===== config.mk =====
export PLATFORM = sky130hd
export DESIGN_NAME = shift_seq_ctrl_flat
export DESIGN_NICKNAME = d
export VERILOG_FILES = /design/src/rtl/shift_seq_ctrl_if.sv /design/src/rtl/shift_seq_ctrl.sv /design/src/flat_wrapper.sv
export SDC_FILE = /design/constraint.sdc
export NUM_CORES = 1
export LEC_CHECK = 0
export ABC_AREA = 1
export CAP_MARGIN = 20
export CORE_MARGIN = 2
export CORE_UTILIZATION = 58
export DETAILED_ROUTE_END_ITERATION = 10
export HOLD_SLACK_MARGIN = 0.02
export PLACE_DENSITY = 0.87
export SETUP_SLACK_MARGIN = 0.02
export SLEW_MARGIN = 15
export SYNTH_ARGS = -nofsm -noshare
export SYNTH_HDL_FRONTEND = slang
export SYNTH_SLANG_ARGS = --single-unit

===== constraint.sdc =====
create_clock -name i_clk -period 3.8 [get_ports i_clk]
set_input_delay 0.76 -clock i_clk [delete_from_list [all_inputs] [get_ports i_clk]]
set_output_delay 0.76 -clock i_clk [all_outputs]
set_load 0.1 [all_outputs]

===== src/rtl/shift_seq_ctrl_if.sv =====
// rtl/shift_seq_ctrl_if.sv - request/response bundle for the multi-cycle shift sequencer
interface shift_seq_ctrl_if;
    logic        i_req_valid;
    logic        o_req_ready;
    logic [1:0]  i_op;
    logic [31:0] i_operand_a;
    logic [4:0]  i_operand_b;
    logic        o_rsp_valid;
    logic        i_rsp_ready;
    logic [31:0] o_rsp_data;
    logic        o_busy;

    // Requester / result consumer side
    modport master (
        output i_req_valid,
        output i_op,
        output i_operand_a,
        output i_operand_b,
        output i_rsp_ready,
        input  o_req_ready,
        input  o_rsp_valid,
        input  o_rsp_data,
        input  o_busy
    );

    // Shift sequencer side
    modport slave (
        input  i_req_valid,
        input  i_op,
        input  i_operand_a,
        input  i_operand_b,
        input  i_rsp_ready,
        output o_req_ready,
        output o_rsp_valid,
        output o_rsp_data,
        output o_busy
    );
endinterface


===== src/rtl/shift_seq_ctrl.sv =====
// rtl/shift_seq_ctrl.sv - iterative SLL/SRL/SRA unit built on a narrow right-shift step
module shift_seq_ctrl #(
    parameter int MAX_STEP = 8
) (
    input  logic           i_clk,
    input  logic           i_rst_n,
    input  logic           i_flush,
    shift_seq_ctrl_if.slave bus
);

    localparam logic [1:0] OP_SLL = 2'b00;
    localparam logic [1:0] OP_SRA = 2'b10;
    localparam logic [5:0] STEP_MAX = 6'(MAX_STEP);

    typedef enum logic [1:0] {
        ST_IDLE  = 2'b00,
        ST_SHIFT = 2'b01,
        ST_DONE  = 2'b10
    } state_t;

    state_t      state_q;
    state_t      state_d;
    logic [31:0] data_q;
    logic [4:0]  remaining_q;
    logic [1:0]  op_q;
    logic        sign_q;

    logic        accept;
    logic [5:0]  rem_ext;
    logic [5:0]  step;
    logic        last_step;
    logic [31:0] fill_mask;
    logic [31:0] shifted;

    // SLL is done as a right shift of the bit-reversed operand
    function automatic logic [31:0] bit_rev(input logic [31:0] v);
        logic [31:0] r;
        for (int i = 0; i < 32; i++) begin
            r[i] = v[31 - i];
        end
        return r;
    endfunction

    assign accept    = (state_q == ST_IDLE) && bus.i_req_valid && !i_flush;
    assign rem_ext   = {1'b0, remaining_q};
    assign step      = (rem_ext < STEP_MAX) ? rem_ext : STEP_MAX;
    assign last_step = (rem_ext == step);
    // step never exceeds 31 because remaining is a 5-bit count
    assign fill_mask = ~(32'hFFFF_FFFF >> step) & {32{sign_q}};
    assign shifted   = (data_q >> step) | fill_mask;

    // State register
    always_ff @(posedge i_clk or negedge i_rst_n) begin
        if (!i_rst_n) begin
            state_q <= ST_IDLE;
        end else begin
            state_q <= state_d;
        end
    end

    // Next-state selection; flush overrides any normal transition
    always_comb begin
        state_d = state_q;
        if (i_flush) begin
            state_d = ST_IDLE;
        end else begin
            case (state_q)
                ST_IDLE: begin
                    if (bus.i_req_valid) begin
                        state_d = (bus.i_operand_b == 5'd0) ? ST_DONE : ST_SHIFT;
                    end
                end
                ST_SHIFT: begin
                    if (last_step) begin
                        state_d = ST_DONE;
                    end
                end
                ST_DONE: begin
                    if (bus.i_rsp_ready) begin
                        state_d = ST_IDLE;
                    end
                end
                default: state_d = ST_IDLE;
            endcase
        end
    end

    // Operand capture on accept, one narrow shift step per SHIFT cycle
    always_ff @(posedge i_clk or negedge i_rst_n) begin
        if (!i_rst_n) begin
            data_q      <= 32'd0;
            remaining_q <= 5'd0;
            op_q        <= 2'b00;
            sign_q      <= 1'b0;
        end else if (i_flush) begin
            remaining_q <= 5'd0;
        end else if (accept) begin
            op_q        <= bus.i_op;
            sign_q      <= (bus.i_op == OP_SRA) && bus.i_operand_a[31];
            remaining_q <= bus.i_operand_b;
            data_q      <= (bus.i_op == OP_SLL) ? bit_rev(bus.i_operand_a) : bus.i_operand_a;
        end else if (state_q == ST_SHIFT) begin
            data_q      <= shifted;
            remaining_q <= remaining_q - step[4:0];
        end
    end

    // Handshake and result outputs decoded from the current state
    always_comb begin
        bus.o_req_ready = (state_q == ST_IDLE) && i_rst_n;
        bus.o_rsp_valid = (state_q == ST_DONE);
        bus.o_busy      = (state_q == ST_SHIFT) || (state_q == ST_DONE);
        bus.o_rsp_data  = 32'd0;
        if (state_q == ST_DONE) begin
            bus.o_rsp_data = (op_q == OP_SLL) ? bit_rev(data_q) : data_q;
        end
    end

endmodule

===== src/flat_wrapper.sv =====
// flat-port wrapper written by rule: the top's interface ports become plain ports
module shift_seq_ctrl_flat 
#(
    parameter int MAX_STEP = 8
)
  (i_clk, i_rst_n, i_flush, bus_i_req_valid, bus_i_op, bus_i_operand_a, bus_i_operand_b, bus_i_rsp_ready, bus_o_req_ready, bus_o_rsp_valid, bus_o_rsp_data, bus_o_busy);
  shift_seq_ctrl_if bus_i ();
  input  logic i_clk;
  input  logic i_rst_n;
  input  logic i_flush;
  input wire logic [$bits(bus_i.i_req_valid)-1:0] bus_i_req_valid;
  input wire logic [$bits(bus_i.i_op)-1:0] bus_i_op;
  input wire logic [$bits(bus_i.i_operand_a)-1:0] bus_i_operand_a;
  input wire logic [$bits(bus_i.i_operand_b)-1:0] bus_i_operand_b;
  input wire logic [$bits(bus_i.i_rsp_ready)-1:0] bus_i_rsp_ready;
  output wire logic [$bits(bus_i.o_req_ready)-1:0] bus_o_req_ready;
  output wire logic [$bits(bus_i.o_rsp_valid)-1:0] bus_o_rsp_valid;
  output wire logic [$bits(bus_i.o_rsp_data)-1:0] bus_o_rsp_data;
  output wire logic [$bits(bus_i.o_busy)-1:0] bus_o_busy;
  assign bus_i.i_req_valid = bus_i_req_valid;
  assign bus_i.i_op = bus_i_op;
  assign bus_i.i_operand_a = bus_i_operand_a;
  assign bus_i.i_operand_b = bus_i_operand_b;
  assign bus_i.i_rsp_ready = bus_i_rsp_ready;
  assign bus_o_req_ready = bus_i.o_req_ready;
  assign bus_o_rsp_valid = bus_i.o_rsp_valid;
  assign bus_o_rsp_data = bus_i.o_rsp_data;
  assign bus_o_busy = bus_i.o_busy;
  shift_seq_ctrl #(.MAX_STEP(MAX_STEP)) u_core (.i_clk(i_clk), .i_rst_n(i_rst_n), .i_flush(i_flush), .bus(bus_i));
endmodule

==> results.sh <==
export IMPL_dieArea_sq_um=8132
export IMPL_reg2reg_slack_ns=1.13
export IMPL_grt_pass1_wl_um=24600
export IMPL_crit_arrival_ns=2.48
export IMPL_multi_input_area_sq_um=2888
export IMPL_rsz0062_at_grt="no"
export IMPL_fp_dieW_um=90.18
export IMPL_wire_per_inst_um=17.21
export IMPL_core_area_sq_um=7214
export IMPL_ys_seq_area_frac=0.2440
export IMPL_ctsHoldBuffers=0
export IMPL_p_total_w=0.003422
export IMPL_status="complete, no violations"
export IMPL_diodes=0
export IMPL_cts_setup_buffers=0
export IMPL_timing_fmax_mhz=309.0
export IMPL_chipHeight_um=90.18
export IMPL_viasPerCell=6.364
export IMPL_path_max_fanout=34
export IMPL_root_buffer="clkbuf_8"
export IMPL_fin_setup_tns_ns=0
export IMPL_synth_warnings=0
export IMPL_grt_start_max_net_pins=52
export IMPL_slew_headroom=0.3114
export IMPL_synth_cells=735
export IMPL_hp_start="u_core.data_q[0]$_DFFE_PN0P_"
export IMPL_cts_buffers=5
export IMPL_wirelength_um=15160
export IMPL_vias=5607
export IMPL_cp_start_kind="flop"
export IMPL_r2r_end="u_core.data_q[25]$_DFFE_PN0P_"
export IMPL_avgSynthCellArea_sq_um=5.861
export IMPL_synth_area_leaders="dfrtp_1, nand3_1, nand2_1, o21ai_0, a21oi_1"
export IMPL_netlist_area_sq_um=4308
export IMPL_r2r_cells=9
export IMPL_setup_violations=0
export IMPL_ys_top_cells_by_count="nand3_1, nand2_1, o21ai_0, inv_1, a21oi_1"
export IMPL_crit_required_ns=3.04
export IMPL_grt_pass1_vias=4884
export IMPL_fin_nets=830
export IMPL_tritoncts="built"
export IMPL_synth_nets=784
export IMPL_yosys_area_top_type="dfrtp_1"
export IMPL_hp_class="flop to flop"
export IMPL_drtIter0Drc=907
export IMPL_seqCellArea_sq_um=1051
export IMPL_slowest_delay_ns=0.85
export IMPL_cts_sinks=42
export IMPL_ir_drop_mv=0.2967
export IMPL_r2r_start="u_core.remaining_q[3]$_DFFE_PN0P_"
export IMPL_ant_nets=0
export IMPL_start_util=0.5971
export IMPL_cts_resized_gates=0
export IMPL_grt_antenna_before_repair=0
export IMPL_drive_gt1_frac=0.1253
export IMPL_drtPass1Iterations=6
export IMPL_htree_num_levels=2
export IMPL_slowest_stage="ha_1"
export IMPL_overflow=0
export IMPL_ys_async_sr_fraction=1.000
export IMPL_synth_most_common_cell="nand3_1"
export IMPL_worstMarginPinSlew_ns=1.033
export IMPL_timing_critical_path_cells="inv_1 > ha_1 > o21ai_0 > a21oi_2 > buf_4"
export IMPL_nFillCells=626
export IMPL_grt_usage=0.3672
export IMPL_finalHoldViolCount=0
export IMPL_period_needed_ns=3.236
export IMPL_cp_end_kind="primary output"
export IMPL_hold_depth=2
export IMPL_place_ws_ns=0.9152
export IMPL_io_pins=79
export IMPL_max_cap_violations=0
export IMPL_final_util=0.7227
export IMPL_fin_skew_ns=0.01043
export IMPL_synth_top_area_frac=0.2440
export IMPL_worstHoldEndpoint="u_core.data_q[0]$_DFFE_PN0P_"
export IMPL_clk_path_buf_depth=2
export IMPL_syn_to_final_growth_pct=21.03
export IMPL_yosysUniqueCellTypes=32
export IMPL_slew_viol_final=0
export IMPL_clkSlewWorstSetupHoldPaths_ns=0.08
export IMPL_synth_seq_cells=42
export IMPL_synth_edff_count=0
export IMPL_path_class="flop to primary output"
export IMPL_synth_flop_cell="dfrtp_1"
export IMPL_portBuffers=78
export IMPL_gp_congestion=0.9754
export IMPL_fin_ws_ns=0.5637
export IMPL_power_density_nw_per_um2=656.3
export IMPL_row_count=31
export IMPL_dpl_hpwl_um=10740
export IMPL_leakagePower_nw=2.479
export IMPL_drc=0
export IMPL_insertion_delay_ns=0.30
export IMPL_fin_crit_sh=0.8517
cell families (layout without fill, tap and decap cells):
family,Yosys count,in the layout,share of synthesized area
buf+inv,122,169,0.1153
flops,42,42,0.2440
other cells,2,2,0.001743
simple gates,371,371,0.3837
compound gates,192,192,0.2387
xor+xnor,1,1,0.002033
fa+ha+maj,5,5,0.01452
metrics by stage:
step | hold slack (ns) | instances | instance area [sq um]
after global routing | 0.5274 | 881 | 5214
after detailed placement | 0.4882 | 873 | 5104
after floorplan | 0.4498 | 735 | 4428
after global placement | 0.4825 | 873 | 5104
final | 0.5153 | 881 | 5214
after CTS | 0.5141 | 881 | 5214
cells in the final DEF (no fill, tap or decap):
cell,synthesis,final
clkdlybuf4s50_1,0,42
a21oi_1,65,33
o22ai_1,1,1
a22oi_1,14,14
o221ai_1,2,2
xor2_1,1,1
dfrtp_1,42,42
nor2_1,64,63
ha_1,5,5
buf_4,2,46
conb_1,2,2
inv_2,2,2
o21ai_1,4,4
nand3_1,160,160
o41ai_1,1,1
nand2_2,2,2
a21oi_2,0,32
nor2_4,0,1
nand2_4,2,2
clkinv_1,2,2
inv_1,68,68
a41oi_1,1,1
nor3_1,4,4
a31oi_1,2,2
o211ai_1,4,4
nand3b_1,2,2
nor2_8,1,1
clkbuf_8,0,8
nor2_2,2,2
o2111ai_1,1,1
buf_2,19,1
nand3_2,1,1
o21ai_0,97,97
nand2_1,133,133
area by class of cell:
cell class | instances | area share
inverter | 72 | 0.05184
sequential | 42 | 0.2016
timing repair buffer | 89 | 0.1478
tap | 99 | 0.02376
multi-input combinational | 571 | 0.5539
clock buffer | 8 | 0.02112
worst max-delay path, delay by kind of cell (launching register included):
family	cells	cell delay, ns
adders and majority gates	1	0.85
buffers and inverters	2	0.42
DFF	1	0.39
AOI/OAI and AO/OA	2	0.51
worst max path at each step:
stage,start,to,slack (ns),depth (start not counted)
after detailed placement,i_flush,u_core.data_q[0]$_DFFE_PN0P_,0.92,10
after floorplan,u_core.state_q[0]$_DFFE_PN0P_,bus_o_rsp_data[0],0.46,5
after global placement,i_flush,u_core.data_q[0]$_DFFE_PN0P_,1.02,10
after CTS,u_core.state_q[0]$_DFFE_PN0P_,bus_o_rsp_data[8],0.65,5
after global routing,u_core.state_q[0]$_DFFE_PN0P_,bus_o_rsp_data[8],0.49,5
final,u_core.state_q[0]$_DFFE_PN0P_,bus_o_rsp_data[8],0.56,5
layer usage:
| layer | routed length (um) | up-vias | GRT usage | share of wire |
|---|---|---|---|---|
| li1 | - | 2577 | - | - |
| met1 | 6320 | 2557 | 0.5544 | 0.42 |
| met2 | 6478 | 432 | 0.5388 | 0.43 |
| met3 | 2028 | 41 | 0.07376 | 0.13 |
| met4 | 334 | 0 | 0.08590 | 0.022 |
| met5 | 0 | - | 0 | 0 |
power by group:
part | total [W] | internal, W | switching (W)
sequential | 0.000823 | 0.000627 | 0.000196
clock | 0.000350 | 0.000184 | 0.000166
combinational | 0.00225 | 0.000604 | 0.00165
total | 0.00342 | 0.00141 | 0.00201
state kept, by name, summed over array words and instances, names as in the netlist:
signal / cells
u_core.remaining_q: 5
u_core.sign_q: 1
u_core.op_q: 2
u_core.data_q: 32
u_core.state_q: 2
Power figures use the tool's default switching activity.
==> variant: new RTL, same flow settings <==
`MAX_STEP` is set to 8 in 2 places; all go to 4.
--- a/src/rtl/shift_seq_ctrl.sv
+++ b/src/rtl/shift_seq_ctrl.sv
@@ -1,6 +1,6 @@
 // rtl/shift_seq_ctrl.sv - iterative SLL/SRL/SRA unit built on a narrow right-shift step
 module shift_seq_ctrl #(
-    parameter int MAX_STEP = 8
+    parameter int MAX_STEP = 4
 ) (
     input  logic           i_clk,
     input  logic           i_rst_n,
--- a/src/flat_wrapper.sv
+++ b/src/flat_wrapper.sv
@@ -1,7 +1,7 @@
 // flat-port wrapper written by rule: the top's interface ports become plain ports
 module shift_seq_ctrl_flat 
 #(
-    parameter int MAX_STEP = 8
+    parameter int MAX_STEP = 4
 )
   (i_clk, i_rst_n, i_flush, bus_i_req_valid, bus_i_op, bus_i_operand_a, bus_i_operand_b, bus_i_rsp_ready, bus_o_req_ready, bus_o_rsp_valid, bus_o_rsp_data, bus_o_busy);
   shift_seq_ctrl_if bus_i ();
Formal check against the unedited RTL: not equivalent (Yosys sat finds a counterexample within 4 cycles, from zero or initial values and one cycle with i_rst_n low).
==> variant against the unedited design <==
- area after synthesis down 8.9%
- cell area decreased by 8.4%
- total power shrank 6.5%
- routed wire length is 18% lower
- sequential power increased by 8.1%
- sequential cell count unchanged
- combinational power is 14% lower
- worst setup slack better by 0.25 ns
- largest cell class unchanged
- largest power group unchanged
==> variant: results (changes against the unedited design) <==
[grt]
grt_max_degree=63  ; was 52
grt_use_total_pct=33.0  ; was 36.7%
grt_pass1_vias=4068  ; was 4884
grt_pass1_wl_um=19700  ; was 24600 um

[placement]
dp_slack_ns=0.646  ; was 0.915 ns
placed_area_um2=4660  ; was 5100 um2
hpwl_um=8720  ; was 10700 um

[worst_setup_path]
cp.arrival_ns=2.22  ; was 2.48 ns
cp_max_fo=62  ; was 34
worst_r2r_path_depth=8  ; was 9
rr_endpoint=u_core.data_q[3]  ; was u_core.data_q[25]

[yosys]
synth_commonest_cells=105 x nand2_1, 87 x a21oi_1, 85 x o21ai_0  ; was 160 x nand3_1, 133 x nand2_1, 97 x o21ai_0
synth_fp_nets=703  ; was 784
yosysSeqAreaShare_pct=26.8  ; was 24.4%
yosys-top-cells-area=dfrtp_1 27%, a21oi_1 11%, o21ai_0 11%  ; was dfrtp_1 24%, nand3_1 19%, nand2_1 12%
ys_types=33  ; was 32

[layout]
nets=751  ; was 830
nFillCells=565  ; was 626
drive_above_1_share_pct=13.5  ; was 12.5%

[route]
vias_per_cell=6.12  ; was 6.36
routedWlPerCell_um=15.9  ; was 17.2 um

[timing]
maxSlewHeadroom_pct=37.7  ; was 31.1%
fin_skew_ns=0.0102  ; was 0.0104 ns
holdWs_ns=0.551  ; was 0.515 ns
setup_ws_ns=0.816  ; was 0.564 ns

[outcome]
status=finished clean  ; unchanged

[power_and_ir_drop]
peakVddDrop_mv=0.362  ; was 0.297 mV

-- variant: cell types whose count changed in the layout (fill, tap and decap cells not counted), moves of 9 or more --
cell | unedited run | this run
nand3_1 | 160 | 78
o21ai_0 | 97 | 85
nand2_1 | 133 | 105
nand4_1 | 0 | 9
o211ai_1 | 4 | 13
nor2_1 | 63 | 72
a22oi_1 | 14 | 0
a21oi_1 | 33 | 57
-- variant: power breakdown --
| group | internal, mW | leakage [nW] | switching [mW] |
|---|---|---|---|
| combinational | 0.542 | 1.80 | 1.39 |
| sequential | 0.626 | 0.483 | 0.265 |
| clock | 0.197 | 0.0514 | 0.180 |
-- variant: critical path: stages (launching register included) --
cell and delay [ns]:
dfrtp_1 0.46, nor2_4 0.12, buf_4 0.57, o21ai_0 0.21, a21oi_2 0.20, buf_4 0.32
-- variant: stage by stage --
stage | cells | util (%)
after CTS | 780 | 73.9
after global placement | 772 | 72.2
after detailed placement | 772 | 72.2
after floorplan | 654 | -
final | 780 | 73.9
after global routing | 780 | 73.9
-- variant: cells by family (layout without fill, tap and decap cells) --
kind of cell / count (synthesis) / after routing / share of synthesized area, %
AOI/OAI and AO/OA: 205 / 205 / 27.5
xor gates and xnor gates: 1 / 1 / 0.223
adders and majority gates: 5 / 5 / 1.59
buffers and inverters: 124 / 173 / 13.4
DFF: 42 / 42 / 26.8
other: 2 / 2 / 0.191
and+or+nand+nor: 275 / 275 / 30.4
-- variant: layer usage --
metal | GRT usage [%] | wire length [um]
met1 | 51.7 | 5700
met2 | 48.1 | 5180
met3 | 3.90 | 1340
met4 | 8.81 | 204
met5 | 0 | 0
-- variant: worst max path at each step --
stage                                     to  slack (ns)  cells after the start         startpoint
after global placement     u_core.data_q[27]        0.71                      8            i_flush
after detailed placement   u_core.data_q[14]        0.65                      8            i_flush
after CTS                 bus_o_rsp_data[24]        0.88                      5     u_core.op_q[1]
final                      bus_o_rsp_data[5]        0.82                      5     u_core.op_q[1]
after floorplan           bus_o_rsp_data[24]        0.08                      5  u_core.state_q[0]
after global routing        u_core.data_q[9]        0.62                      8            i_flush
-- variant: area by class of cell --
cell class	instances	area [um2]	share of cell area (%)
Multi-Input combinational cell	488	2470	51.7
Sequential cell	42	1050	22.0
Timing Repair Buffer	87	756	15.8
Inverter	78	293	6.13
Tap cell	77	96.3	2.02
Clock buffer	6	72.6	1.52
Clock inverter	2	37.5	0.786
